<file path="src/rtl/fp_sqrt_iter_if.sv">
// Operand/result handshake bundle for the iterative square-root unit.
interface fp_sqrt_iter_if #(
  parameter int unsigned EXP_W = 8,
  parameter int unsigned MAN_W = 23
);
  localparam int unsigned W = 1 + EXP_W + MAN_W;

  logic         in_valid;
  logic         in_ready;
  logic [W-1:0] a;
  logic         out_valid;
  logic         out_ready;
  logic [W-1:0] result;
  logic         Exception;
  logic         Underflow;
  logic         Overflow;

  // Requester side: supplies operands and consumes results
  modport master (
    output in_valid, a, out_ready,
    input  in_ready, out_valid, result, Exception, Underflow, Overflow
  );

  // Unit side
  modport slave (
    input  in_valid, a, out_ready,
    output in_ready, out_valid, result, Exception, Underflow, Overflow
  );
endinterface

</file>
<file path="src/rtl/fp_sqrt_iter.sv">
// Multi-cycle IEEE-754 square root: restoring digit-by-digit, one root bit
// per cycle, round-to-nearest-even, fixed latency of MAN_W+4 cycles.
module fp_sqrt_iter #(
  parameter int unsigned EXP_W = 8,
  parameter int unsigned MAN_W = 23
) (
  input logic           clk,
  input logic           rst_n,
  fp_sqrt_iter_if.slave bus
);
  localparam int unsigned W  = 1 + EXP_W + MAN_W;
  localparam int unsigned N  = MAN_W + 2;       // root bits: implicit, fraction, guard
  localparam int unsigned RW = MAN_W + 4;       // remainder width
  localparam int unsigned CW = $clog2(N + 1);
  localparam int unsigned EW = EXP_W + 2;       // exponent arithmetic with sign headroom
  localparam logic [EW-1:0] Bias = {3'b000, {(EXP_W-1){1'b1}}};
  localparam logic [W-1:0]  QNan = {1'b0, {EXP_W{1'b1}}, 1'b1, {(MAN_W-1){1'b0}}};

  typedef enum logic [2:0] {StIdle, StUnpack, StIter, StRound, StDone} state_e;

  state_e          state_q;
  logic [W-1:0]    a_q;
  logic [2*N-1:0]  rad_q;
  logic [RW-1:0]   rem_q;
  logic [N-1:0]    root_q;
  logic [CW-1:0]   cnt_q;
  logic [EW-1:0]   exp_q;
  logic            spec_q;
  logic [W-1:0]    spec_val_q;
  logic            spec_exc_q;
  logic            spec_unf_q;

  logic               sgn;
  logic [EXP_W-1:0]   ex;
  logic [MAN_W-1:0]   fr;
  assign {sgn, ex, fr} = a_q;

  // Unpack: unbias, make the exponent even, align the radicand, decode specials
  logic [EW-1:0]  e_unb;
  logic [N-1:0]   sig;
  logic [2*N-1:0] rad_init;
  logic [EW-1:0]  exp_init;
  logic           spec_d, spec_exc_d, spec_unf_d;
  logic [W-1:0]   spec_val_d;
  always_comb begin
    e_unb = {2'b00, ex} - Bias;
    sig   = {1'b0, 1'b1, fr};
    if (e_unb[0]) begin
      sig   = sig << 1;
      e_unb = e_unb - EW'(1);
    end
    rad_init = {sig, {N{1'b0}}};
    // e_unb is even here, so the arithmetic halving is exact
    exp_init = {e_unb[EW-1], e_unb[EW-1:1]} + Bias;

    spec_d     = 1'b1;
    spec_val_d = '0;
    spec_exc_d = 1'b0;
    spec_unf_d = 1'b0;
    if ((&ex) && (|fr)) begin
      spec_val_d = QNan;
      spec_exc_d = 1'b1;
    end else if (~|ex) begin
      // Zero keeps its sign; a subnormal of either sign flushes to signed zero
      spec_val_d = {sgn, {(W-1){1'b0}}};
      spec_unf_d = |fr;
    end else if (sgn) begin
      spec_val_d = QNan;
      spec_exc_d = 1'b1;
    end else if (&ex) begin
      spec_val_d = a_q;
    end else begin
      spec_d = 1'b0;
    end
  end

  // One restoring step: bring down two radicand bits, try subtracting 4r+1
  logic [RW-1:0] rem_sh, trial, rem_nx;
  logic [N-1:0]  root_nx;
  logic          ge;
  always_comb begin
    rem_sh  = {rem_q[RW-3:0], rad_q[2*N-1:2*N-2]};
    trial   = {root_q, 2'b01};
    ge      = (rem_sh >= trial);
    rem_nx  = ge ? (rem_sh - trial) : rem_sh;
    root_nx = {root_q[N-2:0], ge};
  end

  // Round to nearest even on the guard bit, remainder gives the sticky
  logic              inc;
  logic [MAN_W+1:0]  mant_r;
  logic [EW-1:0]     exp_r;
  logic [MAN_W-1:0]  frac_r;
  logic [W-1:0]      norm_res;
  logic              unused_exp_bits;
  always_comb begin
    inc    = root_q[0] & ((|rem_q) | root_q[1]);
    mant_r = {1'b0, root_q[N-1:1]} + (MAN_W+2)'(inc);
    if (mant_r[MAN_W+1]) begin
      exp_r  = exp_q + EW'(1);
      frac_r = mant_r[MAN_W:1];
    end else begin
      exp_r  = exp_q;
      frac_r = mant_r[MAN_W-1:0];
    end
    norm_res = {1'b0, exp_r[EXP_W-1:0], frac_r};
  end
  assign unused_exp_bits = ^exp_r[EW-1:EXP_W];

  assign bus.Overflow = 1'b0;

  // Operation sequencing, datapath state and registered outputs
  always_ff @(posedge clk or negedge rst_n) begin
    if (!rst_n) begin
      state_q       <= StIdle;
      a_q           <= '0;
      rad_q         <= '0;
      rem_q         <= '0;
      root_q        <= '0;
      cnt_q         <= '0;
      exp_q         <= '0;
      spec_q        <= 1'b0;
      spec_val_q    <= '0;
      spec_exc_q    <= 1'b0;
      spec_unf_q    <= 1'b0;
      bus.in_ready  <= 1'b1;
      bus.out_valid <= 1'b0;
      bus.result    <= '0;
      bus.Exception <= 1'b0;
      bus.Underflow <= 1'b0;
    end else begin
      unique case (state_q)
        StIdle: begin
          if (bus.in_valid && bus.in_ready) begin
            a_q          <= bus.a;
            bus.in_ready <= 1'b0;
            state_q      <= StUnpack;
          end
        end
        StUnpack: begin
          rad_q      <= rad_init;
          rem_q      <= '0;
          root_q     <= '0;
          cnt_q      <= '0;
          exp_q      <= exp_init;
          spec_q     <= spec_d;
          spec_val_q <= spec_val_d;
          spec_exc_q <= spec_exc_d;
          spec_unf_q <= spec_unf_d;
          state_q    <= StIter;
        end
        StIter: begin
          rad_q  <= {rad_q[2*N-3:0], 2'b00};
          rem_q  <= rem_nx;
          root_q <= root_nx;
          cnt_q  <= cnt_q + CW'(1);
          if (cnt_q == CW'(N - 1)) state_q <= StRound;
        end
        StRound: begin
          bus.out_valid <= 1'b1;
          bus.result    <= spec_q ? spec_val_q : norm_res;
          bus.Exception <= spec_q & spec_exc_q;
          bus.Underflow <= spec_q & spec_unf_q;
          state_q       <= StDone;
        end
        StDone: begin
          if (bus.out_ready) begin
            bus.out_valid <= 1'b0;
            bus.result    <= '0;
            bus.Exception <= 1'b0;
            bus.Underflow <= 1'b0;
            bus.in_ready  <= 1'b1;
            state_q       <= StIdle;
          end
        end
        default: state_q <= StIdle;
      endcase
    end
  end
endmodule

</file>
<file path="src/flat_wrapper.sv">
// flat-port wrapper written by rule: the top's interface ports become plain ports
module fp_sqrt_iter_flat 
#(
  parameter int unsigned EXP_W = 8,
  parameter int unsigned MAN_W = 23
)
  (clk, rst_n, bus_in_valid, bus_a, bus_out_ready, bus_in_ready, bus_out_valid, bus_result, bus_Exception, bus_Underflow, bus_Overflow);
  fp_sqrt_iter_if #(.EXP_W(EXP_W), .MAN_W(MAN_W)) bus_i ();
  input logic clk;
  input logic rst_n;
  input wire logic [$bits(bus_i.in_valid)-1:0] bus_in_valid;
  input wire logic [$bits(bus_i.a)-1:0] bus_a;
  input wire logic [$bits(bus_i.out_ready)-1:0] bus_out_ready;
  output wire logic [$bits(bus_i.in_ready)-1:0] bus_in_ready;
  output wire logic [$bits(bus_i.out_valid)-1:0] bus_out_valid;
  output wire logic [$bits(bus_i.result)-1:0] bus_result;
  output wire logic [$bits(bus_i.Exception)-1:0] bus_Exception;
  output wire logic [$bits(bus_i.Underflow)-1:0] bus_Underflow;
  output wire logic [$bits(bus_i.Overflow)-1:0] bus_Overflow;
  assign bus_i.in_valid = bus_in_valid;
  assign bus_i.a = bus_a;
  assign bus_i.out_ready = bus_out_ready;
  assign bus_in_ready = bus_i.in_ready;
  assign bus_out_valid = bus_i.out_valid;
  assign bus_result = bus_i.result;
  assign bus_Exception = bus_i.Exception;
  assign bus_Underflow = bus_i.Underflow;
  assign bus_Overflow = bus_i.Overflow;
  fp_sqrt_iter #(.EXP_W(EXP_W), .MAN_W(MAN_W)) u_core (.clk(clk), .rst_n(rst_n), .bus(bus_i));
endmodule
</file>
<file path="config.mk">
export PLATFORM = sky130hd
export DESIGN_NAME = fp_sqrt_iter_flat
export DESIGN_NICKNAME = d
export VERILOG_FILES = /design/src/rtl/fp_sqrt_iter_if.sv /design/src/rtl/fp_sqrt_iter.sv /design/src/flat_wrapper.sv
export SDC_FILE = /design/constraint.sdc
export NUM_CORES = 1
export LEC_CHECK = 0
export CAP_MARGIN = 20
export CORE_UTILIZATION = 50
export DETAILED_ROUTE_END_ITERATION = 8
export GPL_TIMING_DRIVEN = 0
export PLACE_DENSITY_LB_ADDON = 0.25
export SYNTH_ARGS = -nofsm -noshare
export SYNTH_HDL_FRONTEND = slang
export SYNTH_SLANG_ARGS = --single-unit
</file>
<file path="constraint.sdc">
create_clock -name clk -period 3.4 [get_ports clk]
set_input_delay 1.02 -clock clk [delete_from_list [all_inputs] [get_ports clk]]
set_output_delay 1.02 -clock clk [all_outputs]
set_load 0.02 [all_outputs]
</file>
==> impl_metrics.yaml, run 1 <==
status:
  status: "complete, no violations"
clocking:
  cts_buffers: 17
  postCtsHoldBufs: 0
  clockRootBuffer: "clkbuf_16"
  cts_buffer_depth: 2
  cts_tree: "yes"
  path_clk_slew_ns: 0.07
  ctsHtreeMaxLevel: 4
  worst_skew_pair.late_latency_ns: 0.44
  clock_sinks: 196
detailed_routing:
  dr_wl_met2_mm: 11.5
  ant_nets: 0
  first_pass_iters: 5
  met3_wirelength_um: 996
  wirelength_mm: 24.6
  num_vias: 8232
  first_iter_violations: 502
  drc: 0
  met1_length_mm: 11.7
  wl_per_cell_um: 17.5
  top_layer: "met4"
  vias_per_cell: 5.85
critical_path:
  timing.rr.end: "u_core.rem_q[18]$_DFFE_PN0N_"
  cp_num_buf_inv: 2
  reg2reg_from: "u_core.root_q[14]$_DFFE_PN0N_"
  worstPathArrival_ns: 3.46
  slowest_delay_ns: 0.51
  timing.critical_path.required_ns: 3.69
  crit_type: "reg -> reg"
  rr_worst_depth: 11
  reg2reg_setup_slack_ns: 0.23
  worstPathCellList: "inv_1, ha_1, nand3_2, or4_1, or3_1, nor3b_1, a31oi_1, nor2_1, clkbuf_1, a32oi_1, o31ai_1"
  path_delay_family: "simple AND/OR/NAND/NOR gates"
  critPathMaxFanout: 10
  worstSetupStartpointType: "flop"
  crit_path_end_kind: "flop"
  crit_slowest_cell: "or4_1"
  crit_start: "u_core.root_q[14]$_DFFE_PN0N_"
sta:
  drv_slew: 0
  post-route-period-util_pct: 93.2
  skew_ns: 0.0124
  fmaxAchievable_mhz: 316
  rsz0062_at_grt: "no"
  hold_viol_final: 0
  worst_pin_slew_ns: 0.866
  setup_viol_count_final: 0
  max_slew_margin_pct: 41.8
  period_needed_ns: 3.17
  fin_setup_tns_ns: 0
yosys:
  ys_types: 63
  async_reset_ff_share_pct: 100
  synth_flop_cell: "dfrtp_1"
  yosysMostFrequentCell: "dfrtp_1"
  synthesis.area_um2: 10300
  netlist_top_cells_area: "dfrtp_1 47%, ha_1 4.1%, mux2i_1 4.0%"
  yosysTopAreaCellShare_pct: 47.3
  ys_ff_latch: 196
  syn_inst: 1032
  yosysTopAreaCell: "dfrtp_1"
  synth_seq_area_share_pct: 47.6
  synth_commonest_cells: "195 x dfrtp_1, 106 x nand2_1, 68 x o21ai_0"
  synth.avg_cell_area_um2: 10.0
  syn-num-nets: 1102
  synth_edf_count: 0
  ys_warn_count: 0
finish:
  multi_input_area_um2: 4990
  fin_cells: 1406
  register_area_um2: 4910
  nNetsFinal: 1193
  drive_gt1_share_pct: 8.89
  antennaDiodeCount: 0
  syn_to_final_growth_pct: 17.1
  num-fill-cells: 1721
  final_area_um2: 12100
worst_hold_path:
  min-delay-start: "u_core.bus.result[10]$_DFFE_PN0P_"
  min_to: "u_core.bus.result[10]$_DFFE_PN0P_"
  hp-class: "reg -> reg"
  hold_depth: 1
global_routing:
  grt_pass1_wl_mm: 40.8
  gr-total-overflow: 0
  grt_pass1_vias: 7881
  grt_start_max_net_pins: 106
  track_usage_pct: 23.9
  antenna_found_initial: 0
job:
  cap_viol_max_count: 0
die:
  rows: 52
  die_h_um: 146
  die_x_um: 146
  ioPinCount: 73
  fp.coreArea_um2: 20200
  dieArea_um2: 21200
  start_util_pct: 51.0
placement:
  gp_congestion: 0.889
  dp_hpwl_mm: 18.1
  io_buffer_count: 71
  dp_cells: 1374
  place_area_um2: 11400
power_and_ir_drop:
  cellLeakagePower_nw: 5.20
  peakVddDrop_mv: 0.452
  powerDensity_nw_per_um2: 837
-- placed cells by master, fill, tap and decap left out, types with 5 or more instances in the layout --
cell type / instances
a21o_1: 23
a21oi_1: 41
a221oi_1: 12
a31oi_1: 5
a32o_1: 5
a32oi_1: 12
and2_1: 15
and3_1: 8
buf_1: 7
bufinv_16: 6
clkbuf_1: 47
clkbuf_16: 17
clkdlybuf4s50_1: 70
dfrtp_1: 195
ha_1: 34
inv_1: 51
mux2_2: 32
mux2i_1: 41
nand2_1: 106
nand3_1: 29
nand4_1: 11
nor2_1: 54
nor3_1: 21
nor4_1: 16
o21ai_0: 68
o21bai_1: 5
o221a_2: 21
o22ai_1: 27
o31ai_1: 11
or3_1: 12
xnor2_1: 44
xor2_1: 18
-- kinds of logic (layout without fill, tap and decap cells) --
kind of cell | count (synthesis) | in the layout | share of synthesized area [%]
AOI/OAI and AO/OA | 267 | 267 | 17.9
xor gates and xnor gates | 62 | 62 | 5.26
adders and majority gates | 34 | 34 | 4.12
buffers and inverters | 108 | 212 | 4.17
DFF | 196 | 196 | 47.6
muxes | 73 | 73 | 7.47
other | 1 | 1 | 0.0364
and+or+nand+nor | 291 | 291 | 13.4
-- worst reg2reg max path: cells and delay by family (launching register included) --
family | cells | cell delay, ns
buffers and inverters | 2 | 0.41
flip-flops | 1 | 0.40
AND/OR/NAND/NOR | 5 | 1.26
AO/OA/AOI/OAI | 3 | 0.54
adder cells (fa/ha/maj) | 1 | 0.42
-- per-stage QoR --
| step | power [mW] | util, % | hold WS, ns | setup WS (ns) |
|---|---|---|---|---|
| floorplan | 6.61 | - | 0.439 | 0.686 |
| global placement | 7.67 | 56.2 | 0.458 | -6.95 |
| detailed placement | 7.75 | 56.3 | 0.457 | 0.274 |
| CTS | 10.1 | 59.6 | 0.481 | 0.265 |
| global route | 10.8 | 59.7 | 0.490 | 0.0578 |
| finish | 10.1 | 59.7 | 0.475 | 0.231 |
-- timing repair --
item                                    in CTS  in global routing
endpoints found under the setup margin       0                  1
resized for setup                            0                  1
buffers inserted                             0                  0
-- layout make-up --
class	count	share of cell area (%)
clock buffers	21	3.73
plain buffers	57	1.98
inverters	51	1.58
repair buffers	72	6.15
well taps	270	2.80
multi-input cells	728	41.3
clock inverters	11	1.84
flip-flops and latches	196	40.6
-- layer usage --
| metal | vias up | GRT usage [%] |
|---|---|---|
| met5 | - | 0 |
| met4 | 0 | 7.32 |
| met3 | 24 | 3.26 |
| met2 | 210 | 38.3 |
| met1 | 4064 | 33.8 |
| li1 | 3934 | - |
-- state kept, by name, summed over array words and instances, names as in the netlist --
| register | flops |
|---|---|
| u_core.a_q | 32 |
| u_core.bus.Exception | 1 |
| u_core.bus.Underflow | 1 |
| u_core.bus.in_ready | 1 |
| u_core.bus.out_valid | 1 |
| u_core.bus.result | 32 |
| u_core.cnt_q | 5 |
| u_core.exp_q | 8 |
| u_core.rad_q | 25 |
| u_core.rem_q | 27 |
| u_core.root_q | 25 |
| u_core.spec_exc_q | 1 |
| u_core.spec_q | 1 |
| u_core.spec_unf_q | 1 |
| u_core.spec_val_q | 32 |
| u_core.state_q | 3 |
-- worst max-delay path by stage --
stage / endpoint / slack, ns / cells past startpoint
2_1_floorplan: u_core.rem_q[17]$_DFFE_PN0N_ / 0.69 / 11
3_3_place_gp: u_core.a_q[9]$_DFFE_PN0P_ / -6.95 / 1
3_5_place_dp: u_core.rem_q[22]$_DFFE_PN0N_ / 0.27 / 10
4_1_cts: u_core.rem_q[22]$_DFFE_PN0N_ / 0.26 / 10
5_1_grt: u_core.rem_q[23]$_DFFE_PN0N_ / 0.06 / 11
6_report: u_core.rem_q[18]$_DFFE_PN0N_ / 0.23 / 11
-- power breakdown --
group | switching (mW) | total (mW) | leakage [nW] | internal, mW
clock network | 0.891 | 2.30 | 0.322 | 1.41
registers | 0.460 | 3.27 | 2.54 | 2.81
logic | 2.58 | 4.54 | 2.34 | 1.96
total | 3.93 | 10.1 | 5.20 | 6.19
Note: power is estimated with default switching activity, not from simulation.
==> run 2, diff against run 1 <==
--- a/config.mk
+++ b/config.mk
@@ -6,7 +6,7 @@
 export NUM_CORES = 1
 export LEC_CHECK = 0
 export CAP_MARGIN = 20
-export CORE_UTILIZATION = 50
+export CORE_UTILIZATION = 35
 export DETAILED_ROUTE_END_ITERATION = 8
 export GPL_TIMING_DRIVEN = 0
 export PLACE_DENSITY_LB_ADDON = 0.25
==> constraint.sdc (replaced) <==
create_clock -name clk -period 2.9 [get_ports clk]
set_input_delay 0.87 -clock clk [delete_from_list [all_inputs] [get_ports clk]]
set_output_delay 0.87 -clock clk [all_outputs]
set_load 0.02 [all_outputs]
==> run 2 against run 1 <==
  * Core utilization shrank 15 points
  * Critical path depth shrank 1
  * Highest routed layer unchanged
  * Cell count grew 9.8%
  * Worst hold slack lost 0.13 ns
  * Largest cell class unchanged
  * Critical endpoint is now u_core.rem_q[22]$_DFFE_PN0N_
  * Maximum frequency grew 12%
  * Worst setup slack lost 0.17 ns
  * Design area grew 5.6%
  * First-iteration DRC count grew 13%
  * Non-clock buffer count grew 25
  * Routed wire length grew 10%
  * Sequential share of layout area shrank 2.1 points
  * Critical path type unchanged
==> impl_metrics.yaml, run 2 (same netlist as run 1, synthesis figures left out) <==
finish:
  final_area_um2: 12800
  finish.utilization_pct: 44.2
  nNetsFinal: 1218
  final_common_cell: "dfrtp_1"
  syn_to_final_growth_pct: 23.7
  drive_gt1_share_pct: 17.3
  antennaDiodeCount: 0
  reg_top3: "u_core.a_q: 32 flops, u_core.bus.result: 32 flops, u_core.spec_val_q: 32 flops"
  layout_common_cells: "184 x dfrtp_1, 105 x nand2_1, 70 x clkdlybuf4s50_1, 67 x o21ai_0, 52 x nor2_1"
  fin_cells: 1544
clocking:
  cts_buffers: 17
  cts_buffer_depth: 2
  clockRootBuffer: "clkbuf_16"
  clock_sinks: 196
  path_clk_slew_ns: 0.08
  ctsHtreeMaxLevel: 4
  worst_skew_pair.late_latency_ns: 0.44
  cts_tree: "yes"
detailed_routing:
  met3_wirelength_um: 926
  wl_per_cell_um: 17.5
  first_iter_violations: 568
  wirelength_mm: 27.0
  top_layer: "met4"
  ant_nets: 0
  vias_per_cell: 5.34
  num_vias: 8242
  met1_length_mm: 13.1
  dr_wl_met2_mm: 12.4
  drc: 0
  first_pass_iters: 6
sta:
  worst_pin_slew_ns: 0.853
  fmaxAchievable_mhz: 353
  post-route-period-util_pct: 97.8
  period_needed_ns: 2.84
  max_slew_margin_pct: 43.1
  skew_ns: 0.0163
  hold_viol_final: 0
  rsz0062_at_grt: "yes"
  drv_slew: 0
  setup_viol_count_final: 0
  worst_slack_ns: 0.0632
placement:
  place_ws_ns: -0.365
  io_buffer_count: 71
  dp_cells: 1489
  dp_hpwl_mm: 19.6
  gp_congestion: 0.839
  place_area_um2: 11600
power_and_ir_drop:
  cellLeakagePower_nw: 5.34
  peakVddDrop_mv: 0.567
  total_power_mw: 12.8
  powerDensity_nw_per_um2: 1000
die:
  ioPinCount: 73
  fp.coreArea_um2: 28900
  start_util_pct: 35.7
  dieArea_um2: 30200
  die_x_um: 174
  rows: 62
  die_h_um: 174
critical_path:
  reg2reg_setup_slack_ns: 0.06
  timing.rr.end: "u_core.rem_q[22]$_DFFE_PN0N_"
  rr_worst_depth: 10
  timing.critical_path.required_ns: 3.24
  reg2reg_from: "u_core.rem_q[15]$_DFFE_PN0N_"
  worstSetupStartpointType: "flop"
  crit_path_end_kind: "flop"
  crit_type: "reg -> reg"
  worstPathArrival_ns: 3.17
  critPathMaxFanout: 10
global_routing:
  track_usage_pct: 18.1
  antenna_found_initial: 0
  gr-total-overflow: 0
  grt_start_max_net_pins: 71
  grt_pass1_vias: 7980
  grt_pass1_wl_mm: 43.7
job:
  cap_viol_max_count: 0
status:
  status: "complete, no violations"
worst_hold_path:
  hp-class: "in -> async"
==> run 2: power breakdown <==
group          total [mW]  switching, mW  internal [mW]
combinational        6.57           3.46           3.11
clock                2.29           1.14           1.15
sequential           3.90          0.590           3.31
total                12.8           5.19           7.56
==> run 2: what timing repair did <==
| item | CTS | global route |
|---|---|---|
| endpoints found under the setup margin | 41 | 68 |
| pin swaps | 2 | 13 |
| hold buffers | 0 | 0 |
| resized for setup | 23 | 70 |
| setup buffers | 2 | 23 |
| cloned | 0 | 2 |
==> run 2: layer usage <==
metal  vias up  global-route usage (%)
met4         0                    5.19
li1       3992                       -
met5         -                       0
met3        34                    2.70
met2       166                    28.6
met1      4050                    25.6
==> run 2: worst max-delay path by stage <==
stage                                   from                      endpoint  cells past startpoint
6_report        u_core.rem_q[15]$_DFFE_PN0N_  u_core.rem_q[22]$_DFFE_PN0N_                     10
5_1_grt         u_core.rem_q[15]$_DFFE_PN0N_  u_core.rem_q[11]$_DFFE_PN0N_                     10
4_1_cts         u_core.root_q[0]$_DFFE_PN0N_  u_core.rem_q[22]$_DFFE_PN0N_                     10
3_5_place_dp    u_core.root_q[2]$_DFFE_PN0N_  u_core.rem_q[22]$_DFFE_PN0N_                     11
3_3_place_gp                           rst_n   u_core.exp_q[6]$_DFFE_PN0P_                      1
2_1_floorplan  u_core.root_q[14]$_DFFE_PN0N_  u_core.rem_q[17]$_DFFE_PN0N_                     11
==> run 2: final cells by class <==
class                   instances  area [µm²]
clock inverters                13         116
clock buffers                  18         439
inverters                      51         194
fillers                      2798       16100
flip-flops and latches        196        4920
multi-input cells             728        5390
well taps                     384         480
repair buffers                100         971
plain buffers                  54         245
==> run 2: through the flow <==
step / hold slack, ns / TNS [ns]
final: 0.348 / 0
after global routing: 0.379 / -0.105
after CTS: 0.368 / -0.0972
after detailed placement: 0.462 / -7.39
after global placement: 0.459 / -1483.38
after floorplan: 0.439 / 0
==> run 2: critical path, stage by stage, from the launching register on <==
cell	delay [ns]
dfrtp_2	0.45
ha_4	0.32
nand3_4	0.10
or4_4	0.51
or3_4	0.34
nor3b_1	0.14
a31oi_1	0.19
nor2_2	0.13
buf_6	0.16
buf_8	0.15
o31ai_1	0.23
==> run 3, diff against run 2 <==
--- a/config.mk
+++ b/config.mk
@@ -6,6 +6,8 @@
 export NUM_CORES = 1
 export LEC_CHECK = 0
 export CAP_MARGIN = 20
+export CELL_PAD_IN_SITES_DETAIL_PLACEMENT = 1
+export CELL_PAD_IN_SITES_GLOBAL_PLACEMENT = 1
 export CORE_UTILIZATION = 35
 export DETAILED_ROUTE_END_ITERATION = 8
 export GPL_TIMING_DRIVEN = 0
==> run 3 against run 2 <==
  * Count of clock-buffer cells in the layout did not move
  * Design area fell by 0.80%
  * Register-to-register slack barely moved
  * Cell count fell by 0.78%
  * Clock power rose by 4%
  * Worst setup slack got worse by 0.013 ns
  * Highest routed layer unchanged
  * Largest cell class unchanged
  * Critical endpoint unchanged
  * Power barely moved
  * Critical path depth rose by 1
  * Combinational power fell by 2%
==> impl_metrics.yaml, run 3 (same netlist as run 1, synthesis figures left out) <==
status:
  status: "complete, no violations"
power_and_ir_drop:
  power_frac_seq_pct: 30.8
  sw_frac_of_total_pct: 41.8
  p_clk_share_pct: 18.6
  p_sw_mw: 5.34
  powerDensity_nw_per_um2: 1010
  p_int_mw: 7.43
  peakVddDrop_mv: 0.511
  cellLeakagePower_nw: 5.30
  pwr-share-comb_pct: 50.6
sta:
  fmaxAchievable_mhz: 351
  skew_ns: 0.0178
  rsz0062_at_grt: "yes"
  worst_pin_slew_ns: 0.901
  max_slew_margin_pct: 39.9
  post-route-period-util_pct: 98.3
  hold_viol_final: 0
  drv_slew: 0
  setup_viol_count_final: 0
  period_needed_ns: 2.85
  timing.hold.ws_ns: 0.405
critical_path:
  timing.critical_path.required_ns: 3.19
  worstPathArrival_ns: 3.14
  reg2reg_setup_slack_ns: 0.05
  rr_worst_depth: 11
  reg2reg_from: "u_core.root_q[0]$_DFFE_PN0N_"
  worstSetupStartpointType: "flop"
  crit_path_end_kind: "flop"
  critPathMaxFanout: 5
  crit_type: "reg -> reg"
  timing.rr.end: "u_core.rem_q[22]$_DFFE_PN0N_"
detailed_routing:
  num_vias: 8261
  vias_per_cell: 5.39
  ant_nets: 0
  first_pass_iters: 4
  drc: 0
  wirelength_mm: 29.2
  wl_per_cell_um: 19.1
  first_iter_violations: 471
finish:
  final_common_cell: "dfrtp_1"
  antennaDiodeCount: 0
  reg_top3: "u_core.a_q: 32 flops, u_core.bus.result: 32 flops, u_core.spec_val_q: 32 flops"
  layout_common_cells: "189 x dfrtp_1, 106 x nand2_1, 70 x clkdlybuf4s50_1, 67 x o21ai_0, 51 x nor2_1"
  final_area_um2: 12700
  finish.utilization_pct: 43.9
  fin_cells: 1532
  syn_to_final_growth_pct: 22.7
  drive_gt1_share_pct: 15.9
  nNetsFinal: 1205
  register_area_um2: 4910
  num-fill-cells: 3253
  multi_input_area_um2: 5390
global_routing:
  track_usage_pct: 20.0
  grt_pass1_vias: 8613
  antenna_found_initial: 0
  grt_start_max_net_pins: 114
  grt_pass1_wl_mm: 48.3
  gr-total-overflow: 0
die:
  fp.coreArea_um2: 28900
  dieArea_um2: 30200
  start_util_pct: 35.7
  rows: 62
  ioPinCount: 73
  die_h_um: 174
  die_x_um: 174
placement:
  place_area_um2: 11500
  dp_hpwl_mm: 21.3
  dp_cells: 1488
  gp_congestion: 0.839
  io_buffer_count: 71
clocking:
  cts_buffer_depth: 2
  clock_sinks: 196
  path_clk_slew_ns: 0.08
  cts_buffers: 17
  cts_tree: "yes"
  ctsHtreeMaxLevel: 4
  clockRootBuffer: "clkbuf_16"
  worst_skew_pair.late_latency_ns: 0.45
worst_hold_path:
  hp-class: "in -> async"
job:
  cap_viol_max_count: 0
-- run 3: changes by cell type in the layout (fill, tap and decap cells not counted), sizes merged --
cell / delta
clkinv: +2
buf: -14
clkinvlp: -3
inv: +2
clkbuf: +1
-- run 3: through the flow --
stage / power (mW) / TNS (ns) / setup slack [ns]
2_1_floorplan: 7.75 / 0 / 0.186
3_3_place_gp: 9.20 / -1506.31 / -7.70
3_5_place_dp: 9.33 / -6.49 / -0.343
4_1_cts: 12.1 / 0 / 0.00210
5_1_grt: 13.6 / -0.422 / -0.131
6_report: 12.8 / 0 / 0.0506
-- run 3: routing by layer --
layer / part of all wire (%) / track usage (%)
met4: 1.1 / 4.09
met1: 48 / 28.4
met3: 2.2 / 2.37
met5: 0 / 0
met2: 48 / 32.7
-- run 3: repair_timing --
item / in CTS / in global routing
buffers inserted: 4 / 11
pin swaps: 2 / 8
setup endpoints to repair: 48 / 56
gates resized for setup: 22 / 58
hold buffers: 0 / 0
-- run 3: final cells by class --
cell class / count / area share, %
timing repair buffer: 87 / 6.76
inverter: 51 / 1.51
tap: 384 / 3.80
buffer: 54 / 1.92
sequential: 196 / 38.8
clock inverter: 14 / 1.22
multi-input combinational: 728 / 42.6
clock buffer: 18 / 3.39
-- run 3: worst max path at each step --
| stage | from | endpoint | slack [ns] | depth (start not counted) |
|---|---|---|---|---|
| 5_1_grt | u_core.root_q[9]$_DFFE_PN0N_ | u_core.rem_q[26]$_DFFE_PN0N_ | -0.13 | 11 |
| 6_report | u_core.root_q[0]$_DFFE_PN0N_ | u_core.rem_q[22]$_DFFE_PN0N_ | 0.05 | 11 |
| 2_1_floorplan | u_core.root_q[14]$_DFFE_PN0N_ | u_core.rem_q[17]$_DFFE_PN0N_ | 0.19 | 11 |
| 4_1_cts | u_core.root_q[7]$_DFFE_PN0N_ | u_core.rem_q[21]$_DFFE_PN0N_ | 0.002 | 11 |
| 3_3_place_gp | rst_n | u_core.rem_q[13]$_DFFE_PN0N_ | -7.70 | 1 |
| 3_5_place_dp | u_core.root_q[0]$_DFFE_PN0N_ | u_core.rem_q[21]$_DFFE_PN0N_ | -0.34 | 11 |
-- run 3: power groups by stage --
stage / clock network [mW] / logic (mW) / registers (mW)
3_3_place_gp: 0 / 5.30 / 3.90
3_5_place_dp: 0 / 5.41 / 3.91
5_1_grt: 2.53 / 7.08 / 4.01
4_1_cts: 2.42 / 5.79 / 3.88
2_1_floorplan: 0 / 4.00 / 3.76
6_report: 2.38 / 6.46 / 3.93
-- run 3: worst max-delay path, stage by stage, from the launching register on --
cell,delay (ns)
dfrtp_1,0.42
inv_2,0.12
ha_4,0.23
nor2b_2,0.16
o31a_1,0.34
o41ai_4,0.33
buf_4,0.19
o31a_1,0.22
o22ai_1,0.13
a221oi_2,0.25
xor2_1,0.21
o31ai_2,0.08
